$ cat config.mk
export PLATFORM = sky130hd
export DESIGN_NAME = alarm_ctrl_flat
export DESIGN_NICKNAME = d
export VERILOG_FILES = /design/src/rtl/alarm_ctrl_pkg.sv /design/src/rtl/alarm_ctrl_if.sv /design/src/rtl/alarm_ctrl_key_repeat.sv /design/src/rtl/alarm_ctrl.sv /design/src/flat_wrapper.sv
export SDC_FILE = /design/constraint.sdc
export NUM_CORES = 1
export LEC_CHECK = 0
export BUFFER_PORTS_ARGS = -buffer_cell sky130_fd_sc_hd__buf_4
export CAP_MARGIN = 20
export CORE_MARGIN = 4
export CORE_UTILIZATION = 49
export CTS_CLUSTER_SIZE = 20
export DETAILED_ROUTE_END_ITERATION = 7
export HOLD_SLACK_MARGIN = 0.03
export MAX_ROUTING_LAYER = met4
export PLACE_DENSITY = 0.79
export SYNTH_ARGS = -nofsm -noshare
export SYNTH_HDL_FRONTEND = slang
export SYNTH_SLANG_ARGS = --single-unit
$ cat constraint.sdc
create_clock -name Hz2 -period 2.1 [get_ports Hz2]
set_input_delay 0.42 -clock Hz2 [delete_from_list [all_inputs] [get_ports Hz2]]
set_output_delay 0.42 -clock Hz2 [all_outputs]
set_load 0.005 [all_outputs]
$ cat src/rtl/alarm_ctrl_pkg.sv
// alarm_pkg: shared types and constants for the alarm controller.
//   alarmState_e   - 3-bit state code driven out on the 'state' port
//   DEF_*          - default tick counts (Hz2 cycles) and limits
//   timerWidth()   - bits needed to hold a count of 0..maxVal
//   isSetState()   - true for the two clock/alarm adjust modes
package alarm_pkg;

  typedef enum logic [2:0] {
    RUN       = 3'd0,
    SET_TIME  = 3'd1,
    SET_ALARM = 3'd2,
    RING      = 3'd3,
    SNOOZE    = 3'd4
  } alarmState_e;

  localparam int unsigned DEF_SNOOZE_TICKS = 600;
  localparam int unsigned DEF_RING_TICKS   = 120;
  localparam int unsigned DEF_MAX_SNOOZE   = 3;
  localparam int unsigned DEF_REPEAT_DELAY = 4;

  function automatic int unsigned timerWidth(input int unsigned maxVal);
    return (maxVal < 2) ? 1 : int'($clog2(maxVal + 1));
  endfunction

  function automatic logic isSetState(input alarmState_e s);
    return (s == SET_TIME) || (s == SET_ALARM);
  endfunction

endpackage

$ cat src/rtl/alarm_ctrl_if.sv
// alarm_ctrl_if: board-side switches/keys plus the datapath control outputs.
//   master - board / testbench side: drives switches and keys, reads controls
//   slave  - alarm_ctrl side: reads switches and keys, drives controls
interface alarm_ctrl_if;
  logic       time_set_sw;
  logic       alarm_set_sw;
  logic       hrs_sw;
  logic       run_sw;
  logic       arm_sw;
  logic       KEY1;
  logic       snooze_key;
  logic       stop_key;
  logic       alarm;
  logic       time_set_inc;
  logic       alarm_set_inc;
  logic       sethrs1min0;
  logic       run;
  logic       activatealarm;
  logic       alarmreset;
  logic       buzzer;
  logic [1:0] snooze_cnt;
  logic [2:0] state;

  modport master (
    output time_set_sw, alarm_set_sw, hrs_sw, run_sw, arm_sw,
           KEY1, snooze_key, stop_key, alarm,
    input  time_set_inc, alarm_set_inc, sethrs1min0, run, activatealarm,
           alarmreset, buzzer, snooze_cnt, state
  );

  modport slave (
    input  time_set_sw, alarm_set_sw, hrs_sw, run_sw, arm_sw,
           KEY1, snooze_key, stop_key, alarm,
    output time_set_inc, alarm_set_inc, sethrs1min0, run, activatealarm,
           alarmreset, buzzer, snooze_cnt, state
  );
endinterface

$ cat src/rtl/alarm_ctrl_key_repeat.sv
// key_repeat: turns the advance key into increment requests.
//   clk, rst_n - Hz2 clock, async active-low reset
//   key_i      - advance key, already synchronous
//   clr_i      - restart hold counting (leaving or switching set modes)
//   fire_o     - combinational request: rising edge, or every cycle once the
//                key has been held REPEAT_DELAY consecutive cycles
module key_repeat
  import alarm_pkg::*;
#(
  parameter int unsigned REPEAT_DELAY = DEF_REPEAT_DELAY
) (
  input  logic clk,
  input  logic rst_n,
  input  logic key_i,
  input  logic clr_i,
  output logic fire_o
);

  localparam int unsigned CW = timerWidth(REPEAT_DELAY);
  localparam logic [CW-1:0] HOLD_MAX = CW'(REPEAT_DELAY);

  logic [CW-1:0] holdCnt_q, holdCnt_d;
  logic          keyPrev_q;

  // Hold counter saturates at HOLD_MAX; reaching it switches on auto-repeat.
  always_comb begin
    holdCnt_d = holdCnt_q;
    fire_o    = 1'b0;
    if (clr_i || !key_i) begin
      holdCnt_d = '0;
    end else begin
      fire_o = !keyPrev_q || (holdCnt_q == HOLD_MAX);
      if (holdCnt_q != HOLD_MAX) holdCnt_d = holdCnt_q + 1'b1;
    end
  end

  // keyPrev tracks the key unconditionally so a key already held when a
  // set mode is entered does not count as a fresh press.
  always_ff @(posedge clk or negedge rst_n) begin
    if (!rst_n) begin
      holdCnt_q <= '0;
      keyPrev_q <= 1'b0;
    end else begin
      holdCnt_q <= holdCnt_d;
      keyPrev_q <= key_i;
    end
  end

endmodule

$ cat src/rtl/alarm_ctrl.sv
// alarm_ctrl: mode sequencer and ring/snooze scheduler for the alarm clock.
//   Hz2   - clock, all state changes on posedge
//   reset - async, active-low
//   bus   - alarm_ctrl_if.slave: switches/keys in, datapath controls out
// Every output is a register loaded from the next state and current inputs,
// so outputs always agree with the state code shown alongside them.
module alarm_ctrl
  import alarm_pkg::*;
#(
  parameter int unsigned SNOOZE_TICKS = DEF_SNOOZE_TICKS,
  parameter int unsigned RING_TICKS   = DEF_RING_TICKS,
  parameter int unsigned MAX_SNOOZE   = DEF_MAX_SNOOZE,
  parameter int unsigned REPEAT_DELAY = DEF_REPEAT_DELAY
) (
  input logic         Hz2,
  input logic         reset,
  alarm_ctrl_if.slave bus
);

  localparam int unsigned RW = timerWidth(RING_TICKS);
  localparam int unsigned SW = timerWidth(SNOOZE_TICKS);
  localparam logic [RW-1:0] RING_LAST   = RW'(RING_TICKS - 1);
  localparam logic [SW-1:0] SNOOZE_LOAD = SW'(SNOOZE_TICKS);
  localparam logic [1:0]    SNOOZE_MAX  = 2'(MAX_SNOOZE);

  alarmState_e   state_q, state_d;
  logic [RW-1:0] ringTimer_q, ringTimer_d;
  logic [SW-1:0] snoozeTimer_q, snoozeTimer_d;
  logic [1:0]    snoozeCnt_q, snoozeCnt_d;
  logic          inhibit_q, inhibit_d;
  logic          run_q, run_d;
  logic          activate_q, activate_d;
  logic          alarmReset_q, alarmReset_d;
  logic          buzzer_q, buzzer_d;
  logic          timeInc_q, timeInc_d;
  logic          alarmInc_q, alarmInc_d;
  logic          setHrs_q, setHrs_d;
  logic          setInhibit;
  logic          keyFire;
  logic          keyClr;

  // Restart the hold counter whenever we are not staying in one set mode.
  assign keyClr = !isSetState(state_d) ||
                  (isSetState(state_q) && (state_q != state_d));

  key_repeat #(.REPEAT_DELAY(REPEAT_DELAY)) u_keyRepeat (
    .clk    (Hz2),
    .rst_n  (reset),
    .key_i  (bus.KEY1),
    .clr_i  (keyClr),
    .fire_o (keyFire)
  );

  // Next state and timers. Set switches override everything; leaving RING
  // for any reason issues the single alarmreset pulse.
  always_comb begin
    state_d       = RUN;
    ringTimer_d   = ringTimer_q;
    snoozeTimer_d = snoozeTimer_q;
    snoozeCnt_d   = snoozeCnt_q;
    alarmReset_d  = 1'b0;
    setInhibit    = 1'b0;
    if (bus.time_set_sw || bus.alarm_set_sw) begin
      state_d = bus.time_set_sw ? SET_TIME : SET_ALARM;
      if (state_q == RING) alarmReset_d = 1'b1;
      if ((state_q == RING) || (state_q == SNOOZE)) snoozeCnt_d = '0;
    end else begin
      case (state_q)
        RUN: begin
          if (bus.alarm && bus.arm_sw && !inhibit_q) begin
            state_d     = RING;
            ringTimer_d = '0;
          end
        end
        RING: begin
          if (bus.stop_key || !bus.arm_sw || (ringTimer_q == RING_LAST)) begin
            alarmReset_d = 1'b1;
            snoozeCnt_d  = '0;
            setInhibit   = 1'b1;
          end else if (bus.snooze_key && (snoozeCnt_q < SNOOZE_MAX)) begin
            state_d       = SNOOZE;
            alarmReset_d  = 1'b1;
            snoozeCnt_d   = snoozeCnt_q + 2'd1;
            snoozeTimer_d = SNOOZE_LOAD;
          end else begin
            state_d = RING;
            if (ringTimer_q != RING_LAST) ringTimer_d = ringTimer_q + 1'b1;
          end
        end
        SNOOZE: begin
          if (bus.stop_key || !bus.arm_sw) begin
            snoozeCnt_d = '0;
            setInhibit  = 1'b1;
          end else if (snoozeTimer_q == SW'(1)) begin
            state_d     = RING;
            ringTimer_d = '0;
          end else begin
            state_d = SNOOZE;
            if (snoozeTimer_q != '0) snoozeTimer_d = snoozeTimer_q - 1'b1;
          end
        end
        default: state_d = RUN;
      endcase
    end
  end

  // Inhibit holds off re-ringing until the datapath match has gone away.
  always_comb begin
    inhibit_d = inhibit_q;
    if (setInhibit)     inhibit_d = 1'b1;
    else if (!bus.alarm) inhibit_d = 1'b0;
  end

  // Output values belonging to the state being entered.
  always_comb begin
    run_d      = 1'b0;
    activate_d = 1'b0;
    buzzer_d   = 1'b0;
    setHrs_d   = 1'b0;
    timeInc_d  = 1'b0;
    alarmInc_d = 1'b0;
    case (state_d)
      RUN: begin
        run_d      = bus.run_sw;
        activate_d = bus.arm_sw;
      end
      SET_TIME: begin
        setHrs_d  = bus.hrs_sw;
        timeInc_d = keyFire;
      end
      SET_ALARM: begin
        setHrs_d   = bus.hrs_sw;
        alarmInc_d = keyFire;
      end
      RING: begin
        buzzer_d   = 1'b1;
        run_d      = bus.run_sw;
        activate_d = bus.arm_sw;
      end
      SNOOZE: run_d = bus.run_sw;
      default: run_d = 1'b0;
    endcase
  end

  // State, timers and registered outputs.
  always_ff @(posedge Hz2 or negedge reset) begin
    if (!reset) begin
      state_q       <= RUN;
      ringTimer_q   <= '0;
      snoozeTimer_q <= '0;
      snoozeCnt_q   <= '0;
      inhibit_q     <= 1'b0;
      run_q         <= 1'b0;
      activate_q    <= 1'b0;
      alarmReset_q  <= 1'b0;
      buzzer_q      <= 1'b0;
      timeInc_q     <= 1'b0;
      alarmInc_q    <= 1'b0;
      setHrs_q      <= 1'b0;
    end else begin
      state_q       <= state_d;
      ringTimer_q   <= ringTimer_d;
      snoozeTimer_q <= snoozeTimer_d;
      snoozeCnt_q   <= snoozeCnt_d;
      inhibit_q     <= inhibit_d;
      run_q         <= run_d;
      activate_q    <= activate_d;
      alarmReset_q  <= alarmReset_d;
      buzzer_q      <= buzzer_d;
      timeInc_q     <= timeInc_d;
      alarmInc_q    <= alarmInc_d;
      setHrs_q      <= setHrs_d;
    end
  end

  assign bus.state         = state_q;
  assign bus.snooze_cnt    = snoozeCnt_q;
  assign bus.run           = run_q;
  assign bus.activatealarm = activate_q;
  assign bus.alarmreset    = alarmReset_q;
  assign bus.buzzer        = buzzer_q;
  assign bus.time_set_inc  = timeInc_q;
  assign bus.alarm_set_inc = alarmInc_q;
  assign bus.sethrs1min0   = setHrs_q;

endmodule
$ cat src/flat_wrapper.sv
// flat-port wrapper written by rule: the top's interface ports become plain ports
module alarm_ctrl_flat import alarm_pkg::*;
#(
  parameter int unsigned SNOOZE_TICKS = DEF_SNOOZE_TICKS,
  parameter int unsigned RING_TICKS   = DEF_RING_TICKS,
  parameter int unsigned MAX_SNOOZE   = DEF_MAX_SNOOZE,
  parameter int unsigned REPEAT_DELAY = DEF_REPEAT_DELAY
)
  (Hz2, reset, bus_time_set_sw, bus_alarm_set_sw, bus_hrs_sw, bus_run_sw, bus_arm_sw, bus_KEY1, bus_snooze_key, bus_stop_key, bus_alarm, bus_time_set_inc, bus_alarm_set_inc, bus_sethrs1min0, bus_run, bus_activatealarm, bus_alarmreset, bus_buzzer, bus_snooze_cnt, bus_state);
  alarm_ctrl_if bus_i ();
  input logic Hz2;
  input logic reset;
  input wire logic [$bits(bus_i.time_set_sw)-1:0] bus_time_set_sw;
  input wire logic [$bits(bus_i.alarm_set_sw)-1:0] bus_alarm_set_sw;
  input wire logic [$bits(bus_i.hrs_sw)-1:0] bus_hrs_sw;
  input wire logic [$bits(bus_i.run_sw)-1:0] bus_run_sw;
  input wire logic [$bits(bus_i.arm_sw)-1:0] bus_arm_sw;
  input wire logic [$bits(bus_i.KEY1)-1:0] bus_KEY1;
  input wire logic [$bits(bus_i.snooze_key)-1:0] bus_snooze_key;
  input wire logic [$bits(bus_i.stop_key)-1:0] bus_stop_key;
  input wire logic [$bits(bus_i.alarm)-1:0] bus_alarm;
  output wire logic [$bits(bus_i.time_set_inc)-1:0] bus_time_set_inc;
  output wire logic [$bits(bus_i.alarm_set_inc)-1:0] bus_alarm_set_inc;
  output wire logic [$bits(bus_i.sethrs1min0)-1:0] bus_sethrs1min0;
  output wire logic [$bits(bus_i.run)-1:0] bus_run;
  output wire logic [$bits(bus_i.activatealarm)-1:0] bus_activatealarm;
  output wire logic [$bits(bus_i.alarmreset)-1:0] bus_alarmreset;
  output wire logic [$bits(bus_i.buzzer)-1:0] bus_buzzer;
  output wire logic [$bits(bus_i.snooze_cnt)-1:0] bus_snooze_cnt;
  output wire logic [$bits(bus_i.state)-1:0] bus_state;
  assign bus_i.time_set_sw = bus_time_set_sw;
  assign bus_i.alarm_set_sw = bus_alarm_set_sw;
  assign bus_i.hrs_sw = bus_hrs_sw;
  assign bus_i.run_sw = bus_run_sw;
  assign bus_i.arm_sw = bus_arm_sw;
  assign bus_i.KEY1 = bus_KEY1;
  assign bus_i.snooze_key = bus_snooze_key;
  assign bus_i.stop_key = bus_stop_key;
  assign bus_i.alarm = bus_alarm;
  assign bus_time_set_inc = bus_i.time_set_inc;
  assign bus_alarm_set_inc = bus_i.alarm_set_inc;
  assign bus_sethrs1min0 = bus_i.sethrs1min0;
  assign bus_run = bus_i.run;
  assign bus_activatealarm = bus_i.activatealarm;
  assign bus_alarmreset = bus_i.alarmreset;
  assign bus_buzzer = bus_i.buzzer;
  assign bus_snooze_cnt = bus_i.snooze_cnt;
  assign bus_state = bus_i.state;
  alarm_ctrl #(.SNOOZE_TICKS(SNOOZE_TICKS), .RING_TICKS(RING_TICKS), .MAX_SNOOZE(MAX_SNOOZE), .REPEAT_DELAY(REPEAT_DELAY)) u_core (.Hz2(Hz2), .reset(reset), .bus(bus_i));
endmodule
=== Yosys cells after proc, flatten, opt, wreduce, memory -nomap -nowiden ===
Cells that the tools add are included.

* Logic and storage cells: 125
* Register bits: 34
* Input port bits: 11
* Output and inout bits: 12

* Bitwise logic cells: 1
* Multiplexer cells: 47
* $add $sub $neg: 4
* Equal/unequal tests: 27
* Reductions and logical operators: 31
* Order comparisons: 1

{| class="wikitable"
|+ Operators with widths
! cell !! number
|-
| $mux 10 || 5
|-
| $mux 7 || 6
|-
| $mux 3 || 7
|-
| $pmux 7 s3 || 1
|-
| $pmux 10 s2 || 1
|-
| $ne 2x2->1 const B || 9
|-
| $mux 1 || 17
|-
| $mux 2 || 7
|-
| $eq 3x2->1 const B || 4
|-
| $eq 10x1->1 const B || 1
|-
| $reduce_bool 10->1 || 1
|-
| $sub 10x1->10 const B || 1
|-
| $eq 3x3->1 const B || 3
|-
| $logic_or 1x1->1 || 9
|-
| $pmux 3 s3 || 1
|-
| $reduce_and 8->1 || 1
|-
| $add 7x1->7 const B || 1
|-
| $eq 7x7->1 const B || 1
|-
| $ne 7x7->1 const B || 1
|-
| $reduce_and 7->1 || 1
|-
| $eq 3x1->1 const B || 2
|-
| $logic_not 3->1 || 2
|-
| $reduce_bool 3->1 || 2
|-
| $logic_not 1->1 || 5
|-
| 16 further kinds || 22
|}

=== Longest topological paths before layout ===
Gate-level depths: netlist of run 1.

* Depth after elaboration: 13
* Mapped depth: 7
* Gate-level depth less buffers: 7

=== Cells and area by module ===
From an unflattened synthesis of run 1, not the netlist that was laid out.

* Cell total of the unflattened synthesis: 196
* Area total of the unflattened synthesis: 1880.6 sq um

{| class="wikitable"
|+ By module, submodules not included
! module !! times used !! cells an instance !! area an instance (sq um) !! sequential area each (sq um)
|-
| alarm_ctrl || 1 || 176 || 1671.6 || 750.7
|-
| key_repeat || 1 || 20 || 209.0 || 100.1
|}

=== Worst setup path after synthesis of run 1 ===
No wires, ideal clock.

* Kind: register -> register
* Start: reg u_core.ringTimer_q[0]
* End: reg u_core.ringTimer_q[0]
* Arrival time: 1836 ps
* Setup time: 125 ps
* Path slack: 139 ps
* Clock period less this slack: 1961 ps
* Buffers on the path: 1
* Data required time: 1975 ps
* Cell stages (with the launch flop): 8
* Cell sequence: dfrtp_1 ha_1 and4b_1 a31oi_1 and3b_1 clkbuf_1 o21bai_2 mux2_4

* Word-level cells in the longest chain between the ends: 5
* Elaborated cells between the ends (all ways): 11
* Those cells by class: 1 x add/sub; 4 x eq/ne; 4 x mux; 2 x reduce/logical

{| class="wikitable"
|+ Ends and longest elaborated chain
! item !! RTL line !! RTL
|-
| start, declared || alarm_ctrl.sv:27 || <nowiki>logic [RW-1:0] ringTimer_q, ringTimer_d;</nowiki>
|-
| start signal, assigned || alarm_ctrl.sv:162 || <nowiki>ringTimer_q <= ringTimer_d;</nowiki>
|-
| $add 7x1->7 || alarm_ctrl.sv:87 || <nowiki>if (ringTimer_q != RING_LAST) ringTimer_d = ringTimer_q + 1'b1;</nowiki>
|-
| $mux 7 || alarm_ctrl.sv:87 ||
|-
| $mux 7 || alarm_ctrl.sv:80 || <nowiki>end else if (bus.snooze_key && (snoozeCnt_q < SNOOZE_MAX)) begin</nowiki>
|-
| $mux 7 || alarm_ctrl.sv:76 || <nowiki>if (bus.stop_key || !bus.arm_sw || (ringTimer_q == RING_LAST)) begin</nowiki>
|-
| $pmux 7 s3 || alarm_ctrl.sv:68 || <nowiki>case (state_q)</nowiki>
|}

Parallel ways exist; a longest one is shown, timed or not. The select of a mux whose other input is x is not followed.
A chain may end at the register's enable or synchronous reset.

=== Final worst setup path of run 1 ===
* Start: reg u_core.snoozeTimer_q[0]
* End: reg u_core.snoozeTimer_q[8]

* Word-level cells in the longest chain between the ends: 5
* Elaborated cells between the ends (all ways): 10
* Those cells by class: 1 x add/sub; 3 x eq/ne; 4 x mux; 2 x reduce/logical

{| class="wikitable"
|+ Ends and longest elaborated chain
! item !! RTL line !! RTL
|-
| start, declared || alarm_ctrl.sv:28 || <nowiki>logic [SW-1:0] snoozeTimer_q, snoozeTimer_d;</nowiki>
|-
| start signal, assigned || alarm_ctrl.sv:163 || <nowiki>snoozeTimer_q <= snoozeTimer_d;</nowiki>
|-
| $sub 10x1->10 || alarm_ctrl.sv:99 || <nowiki>if (snoozeTimer_q != '0) snoozeTimer_d = snoozeTimer_q - 1'b1;</nowiki>
|-
| $mux 10 || alarm_ctrl.sv:99 ||
|-
| $mux 10 || alarm_ctrl.sv:94 || <nowiki>end else if (snoozeTimer_q == SW'(1)) begin</nowiki>
|-
| $mux 10 || alarm_ctrl.sv:91 || <nowiki>if (bus.stop_key || !bus.arm_sw) begin</nowiki>
|-
| $pmux 10 s2 || alarm_ctrl.sv:68 ||
|}

Parallel ways exist; a longest one is shown, timed or not. The select of a mux whose other input is x is not followed.

==> results of run 1 <==
[cell usage after synthesis, types with 2 or more instances]
| master | count |
|---|---|
| a211oi_1 | 2 |
| a21oi_1 | 13 |
| a31oi_1 | 2 |
| and2_2 | 2 |
| and3b_1 | 2 |
| dfrtp_1 | 34 |
| ha_1 | 7 |
| inv_1 | 8 |
| mux2i_1 | 2 |
| nand2_1 | 20 |
| nand3_1 | 7 |
| nor2_1 | 18 |
| nor2b_1 | 3 |
| nor3_1 | 4 |
| nor4_1 | 2 |
| o21ai_0 | 15 |
| o21ai_1 | 5 |
| o2bb2ai_1 | 4 |
| o31ai_1 | 2 |
| or2_2 | 3 |
| or3_1 | 3 |
[state kept, by name, indices dropped and copies added, names as in the netlist]
name                          count
u_core.snoozeTimer_q             10
u_core.bus.sethrs1min0            1
u_core.bus.state                  3
u_core.bus.alarmreset             1
u_core.bus.activatealarm          1
u_core.ringTimer_q                7
u_core.bus.time_set_inc           1
u_core.bus.alarm_set_inc          1
u_core.bus.run                    1
u_core.bus.snooze_cnt             2
u_core.u_keyRepeat.keyPrev_q      1
u_core.bus.buzzer                 1
u_core.u_keyRepeat.holdCnt_q      3
u_core.inhibit_q                  1
[logic make-up (layout without fill, tap and decap cells)]
| group | Yosys count | after routing | share of synthesized area, % |
|---|---|---|---|
| adder cells (fa/ha/maj) | 7 | 7 | 4.57 |
| AO/OA/AOI/OAI | 56 | 56 | 21.3 |
| AND/OR/NAND/NOR | 79 | 79 | 23.8 |
| XOR/XNOR | 1 | 1 | 0.457 |
| flip-flops | 34 | 34 | 44.4 |
| multiplexers | 4 | 4 | 2.41 |
| buffers and inverters | 11 | 48 | 3.07 |
[worst paths after layout]
path / endpoint / depth (start not counted) / from
min in group Hz2: u_core.u_keyRepeat.keyPrev_q / 1 / bus_KEY1
worst min register to register: u_core.bus.time_set_inc / 1 / u_core.u_keyRepeat.keyPrev_q
max in group asynchronous: u_core.u_keyRepeat.keyPrev_q / 1 / reset
worst max-delay path: u_core.snoozeTimer_q[8] / 7 / u_core.snoozeTimer_q[0]
worst min-delay path: u_core.ringTimer_q[6] / 1 / reset
worst max register to register: u_core.snoozeTimer_q[8] / 7 / u_core.snoozeTimer_q[0]
[worst register-to-register path, cell delays in order, from the launching register on]
cell and delay, ns:
dfrtp_1 0.39, inv_1 0.10, ha_1 0.20, or2_2 0.31, a311oi_4 0.41, a41oi_2 0.14, o21ai_1 0.21, o41ai_2 0.09
[layer usage]
| metal | global-route usage [%] | up-vias | share of wire (%) |
|---|---|---|---|
| met5 | - | - | 0 |
| met4 | 4.80 | 0 | 1.2 |
| met3 | 5.11 | 5 | 3.7 |
| met2 | 27.3 | 26 | 50 |
| met1 | 21.5 | 752 | 46 |
| li1 | - | 773 | - |
[where the power goes]
group / switching, mW / internal (mW)
Sequential: 0.0397 / 0.690
Combinational: 0.122 / 0.111
Clock: 0.214 / 0.252
Total: 0.376 / 1.05
[through the flow]
step                hold WS [ns]  area, um2  setup WS (ns)
global placement           0.392       2200         0.0722
detailed placement         0.396       2200         0.0456
finish                    0.0776       2290          0.125
CTS                       0.0873       2290          0.126
floorplan                  0.124       1920          0.139
global route               0.104       2290       0.000927
[area by class of cell]
type                    instances  area [um2]  area share (%)
repair buffers                 34         255            11.2
inverters                       8        30.0            1.31
well taps                      48        60.1            2.63
multi-input cells             147        1010            44.1
clock buffers                   6        82.6            3.61
flip-flops and latches         34         851            37.2
==> run summary, run 1 <==
status: completed
most frequent cells in the layout: 34 x buf_4, 34 x dfrtp_1, 20 x nand2_1
Die W: 70.5 um
# Post-CTS Setup Buffers: 0
yosys warns: 0
synth top area cells: dfrtp_1 44%, ha_1 4.6%, nand2_1 3.9%
Slew Viols, Final: 0
Yosys top cell area share: 44.4%
WL final: 3920 um
Tot GR Track Use: 17.2%
Buf/Inv on CP: 1
later-pin clock latency in the skew report: 0.28 ns
drt first pass iters: 5
fin nets: 248
utilization after layout: 61.5%
Post-DP HPWL: 2970 um
CTS tree: built
Critical Path Start Type: flop
largest net degree at the start of global routing: 35
initial drt markers: 141
worst-path fanout max: 7
io pins: 23
Worst setup EP type: flop
crit share post-route: 94.0%
CTS resizes: 0
CTS Hold Bufs: 0
worst min path class: input pin to asynchronous set/reset pin
Final Hold Violating Endpoints: 0
Area Growth Syn to Fin: 19.3%
Power, Total: 1.43 mW
reg2reg setup slack: 0.13 ns
Core ar.: 3720 um2
number of flops mapped to enable cells by yosys: 0
setup_tns: 0 ns
Synth Flop Type: dfrtp_1
Synth area leader: dfrtp_1
Post-synth ARST share: 100%
clk_skew: 0.00504 ns
post-synthesis sequential area ratio: 44.4%
cells along the critical path: inv_1 -> ha_1 -> or2_2 -> a311oi_4 -> a41oi_2 -> o21ai_1 -> o41ai_2
Tightest Pin Transition: 0.461 ns
Slew HR: 69.0%
Die ar.: 4980 um2
RSZ-0062 raised after global routing: no
row count: 22
static leakage: 1.06 nW
CTS Buf Count: 5
n_diodes: 0
layout cells sized above 1: 27.5%
initial antenna violation count: 0
Critical Path Max Stage Delay: 0.41 ns
first-pass GRT wire length: 6730 um
slowest CP cell: a311oi_4
Fill cells: 334
Mapped Nets: 210
max frequency: 506 MHz
#FFs+latches synth: 34
H-tree depth: 2
RD Place Congestion: 0.886
Final setup viols: 0
antenna-violating nets left: 0
dpl cells: 271
number of port buffers: 22
Vias/cell: 5.62
Sink Count: 34
crit path DAT: 2.13 ns
Worst Path Required: 2.26 ns
clock buffer depth: 2
vias in the first global route: 1,480
minimum clock period: 1.97 ns
cell area after synthesis: 1920 um2
Max Cap Viol: 0
syn avg cell area: 9.98 um2
Reg clk slew, reported paths: 0.06 ns
Initial Util: 51.6%
PwrDens: 625 nW/um2
non-filler cells, final: 277
Die Span Y: 70.5 um
post-synthesis cell count: 192
Residual DRC: 0
total grt overflow: 0
peak supply drop: 0.431 mV
delay-heaviest family, CP: compound AO/OA/AOI/OAI gates
CP Class: flop to flop
wire per inst: 14.1 um
Root Buffer: clkbuf_8
routed vias: 1,556
distinct cell type count after synthesis: 55
No activity file was read; power rests on OpenSTA's default activity.
==> run 2: changes to the inputs <==
Settings changed: MAX_ROUTING_LAYER met4 to default.
==> run 2 against run 1 <==
  * Core utilization is the same
  * Global-route usage shrank 0.51 points
  * Total power is essentially flat
  * Clock skew is essentially flat
  * Sequential power is essentially flat
  * Highest routed layer unchanged
  * Largest cell class unchanged
  * Critical path depth is the same
  * Via count grew 0.58%
  * Sequential cell count is the same
  * Clock-buffer cell count is the same
==> run summary, run 2 (synthesis gave the netlist of run 1 again) <==
n_diodes: 0 (unchanged)
Slew Viols, Final: 0 (unchanged)
Initial Util: 51.6% (unchanged)
Post-DP HPWL: 2970 um (unchanged)
Clock Power Share: 32.7% (about the same)
Critical Path Start Type: flop
routed vias: 1,565 (+0.58%)
Die Span Y: 70.5 um (unchanged)
sequential share of power: 51.0% (about the same)
PwrDens: 626 nW/um2 (about the same)
first-pass GRT wire length: 6730 um (unchanged)
Worst setup EP type: flop
# Post-CTS Setup Buffers: 0 (unchanged)
RSZ-0062 raised after global routing: no
later-pin clock latency in the skew report: 0.28 ns (about the same)
Tightest Pin Transition: 0.458 ns (-0.00239 ns)
Reg-to-Reg End: u_core.snoozeTimer_q[8]
CTS Hold Bufs: 0 (unchanged)
Core ar.: 3720 um2 (unchanged)
status: completed
Root Buffer: clkbuf_8
DP Area: 2200 um2 (unchanged)
Sink Count: 34 (unchanged)
Max Cap Viol: 0 (unchanged)
number of port buffers: 22 (unchanged)
WL final: 3900 um (-0.51%)
clk_skew: 0.00506 ns (+0.0000167 ns)
worst-path fanout max: 7 (unchanged)
peak supply drop: 0.431 mV (about the same)
fin nets: 248 (unchanged)
initial drt markers: 134 (-5.0%)
clock buffer depth: 2 (unchanged)
worst slack at placement: 0.0456 ns (unchanged)
most frequent cells in the layout: 34 x buf_4, 34 x dfrtp_1, 20 x nand2_1
io pins: 23 (unchanged)
reg2reg setup slack: 0.13 ns (about the same)
worst min path class: input pin to asynchronous set/reset pin
setup_tns: 0 ns (unchanged)
crit path DAT: 2.13 ns (about the same)
initial antenna violation count: 0 (unchanged)
Reg clk slew, reported paths: 0.06 ns (about the same)
CTS Buf Count: 5 (unchanged)
CTS resizes: 0 (unchanged)
utilization after layout: 61.5% (unchanged)
max FFs per register: 10 (unchanged)
minimum clock period: 1.97 ns (-0.00162 ns)
CP Class: flop to flop
Residual DRC: 0 (unchanged)
Die W: 70.5 um (unchanged)
Largest Register: u_core.snoozeTimer_q
vias in the first global route: 1,474 (-0.41%)
setup slack after layout: 0.127 ns (+0.00162 ns)
max frequency: 507 MHz (about the same)
static leakage: 1.06 nW (unchanged)
RD Place Congestion: 0.872 (-1.6%)
layout cells sized above 1: 27.5% (unchanged)
crit share post-route: 94.0% (about the same)
antenna-violating nets left: 0 (unchanged)
Vias/cell: 5.65 (+0.58%)
Final Instance Area: 2290 um2 (unchanged)
Die ar.: 4980 um2 (unchanged)
combinational share of power: 16.3% (about the same)
total grt overflow: 0 (unchanged)
largest net degree at the start of global routing: 35 (unchanged)
switch share: 26.4% (+0.038 points)
RR Startpoint: u_core.snoozeTimer_q[0]
largest registers: u_core.snoozeTimer_q (10), u_core.ringTimer_q (7)
wire per inst: 14.1 um (-0.51%)
Worst Path Required: 2.26 ns (about the same)
H-tree depth: 2 (unchanged)
Slew HR: 69.2% (+0.16 points)
drt first pass iters: 4 (-1)
Sw Pwr: 377 uW (+0.20%)
Power Internal: 1.05 mW (about the same)
Final Hold Violating Endpoints: 0 (unchanged)
Tot GR Track Use: 16.7% (-0.51 points)
Worst Reg-to-Reg Cells: 7 (unchanged)
Area Growth Syn to Fin: 19.3% (unchanged)
CTS tree: built
Final setup viols: 0 (unchanged)
row count: 22 (unchanged)
run 2: cell counts in the layout (fill, tap and decap cells not counted):
Identical to the previous run, type by type.
run 2: worst max-delay path by stage:
| stage | start | endpoint |
|---|---|---|
| 6_report | u_core.snoozeTimer_q[0] | u_core.snoozeTimer_q[8] |
| 2_1_floorplan | u_core.ringTimer_q[0] | u_core.ringTimer_q[0] |
| 4_1_cts | u_core.snoozeTimer_q[0] | u_core.snoozeTimer_q[8] |
| 3_5_place_dp | bus_alarm_set_sw | u_core.snoozeTimer_q[8] |
| 3_3_place_gp | bus_alarm_set_sw | u_core.snoozeTimer_q[8] |
| 5_1_grt | u_core.snoozeTimer_q[1] | u_core.snoozeTimer_q[8] |
run 2: area by class of cell:
type / instances / area [um2]
clock buffer: 6 / 82.6
timing repair buffer: 34 / 255
multi-input combinational: 147 / 1010
sequential: 34 / 851
inverter: 8 / 30.0
fill: 334 / 1430
tap: 48 / 60.1
run 2: power groups by stage:
| stage | clock network [mW] | logic [mW] | registers (mW) |
|---|---|---|---|
| 2_1_floorplan | 0 | 0.137 | 0.735 |
| 3_3_place_gp | 0 | 0.230 | 0.740 |
| 3_5_place_dp | 0 | 0.234 | 0.741 |
| 4_1_cts | 0.484 | 0.236 | 0.729 |
| 5_1_grt | 0.515 | 0.261 | 0.734 |
| 6_report | 0.467 | 0.233 | 0.730 |
run 2: routing by layer:
metal,vias to the layer above,part of all wire [%],track usage [%]
met5,-,0,0
met1,756,45,21.5
li1,773,-,-
met4,0,1.2,4.80
met2,31,50,27.4
met3,5,4.0,5.11
run 2: critical path, cell delays in order, from the launching register on:
cell	delay, ns
dfrtp_1	0.39
inv_1	0.09
ha_1	0.20
or2_2	0.31
a311oi_4	0.41
a41oi_2	0.14
o21ai_1	0.21
o41ai_2	0.09
run 2: stage by stage:
| step | hold WS (ns) | total power [mW] | instances |
|---|---|---|---|
| 6_report | 0.0778 | 1.43 | 277 |
| 5_1_grt | 0.103 | 1.51 | 277 |
| 2_1_floorplan | 0.124 | 0.872 | 192 |
| 3_5_place_dp | 0.396 | 0.974 | 271 |
| 4_1_cts | 0.0873 | 1.45 | 277 |
| 3_3_place_gp | 0.392 | 0.970 | 271 |
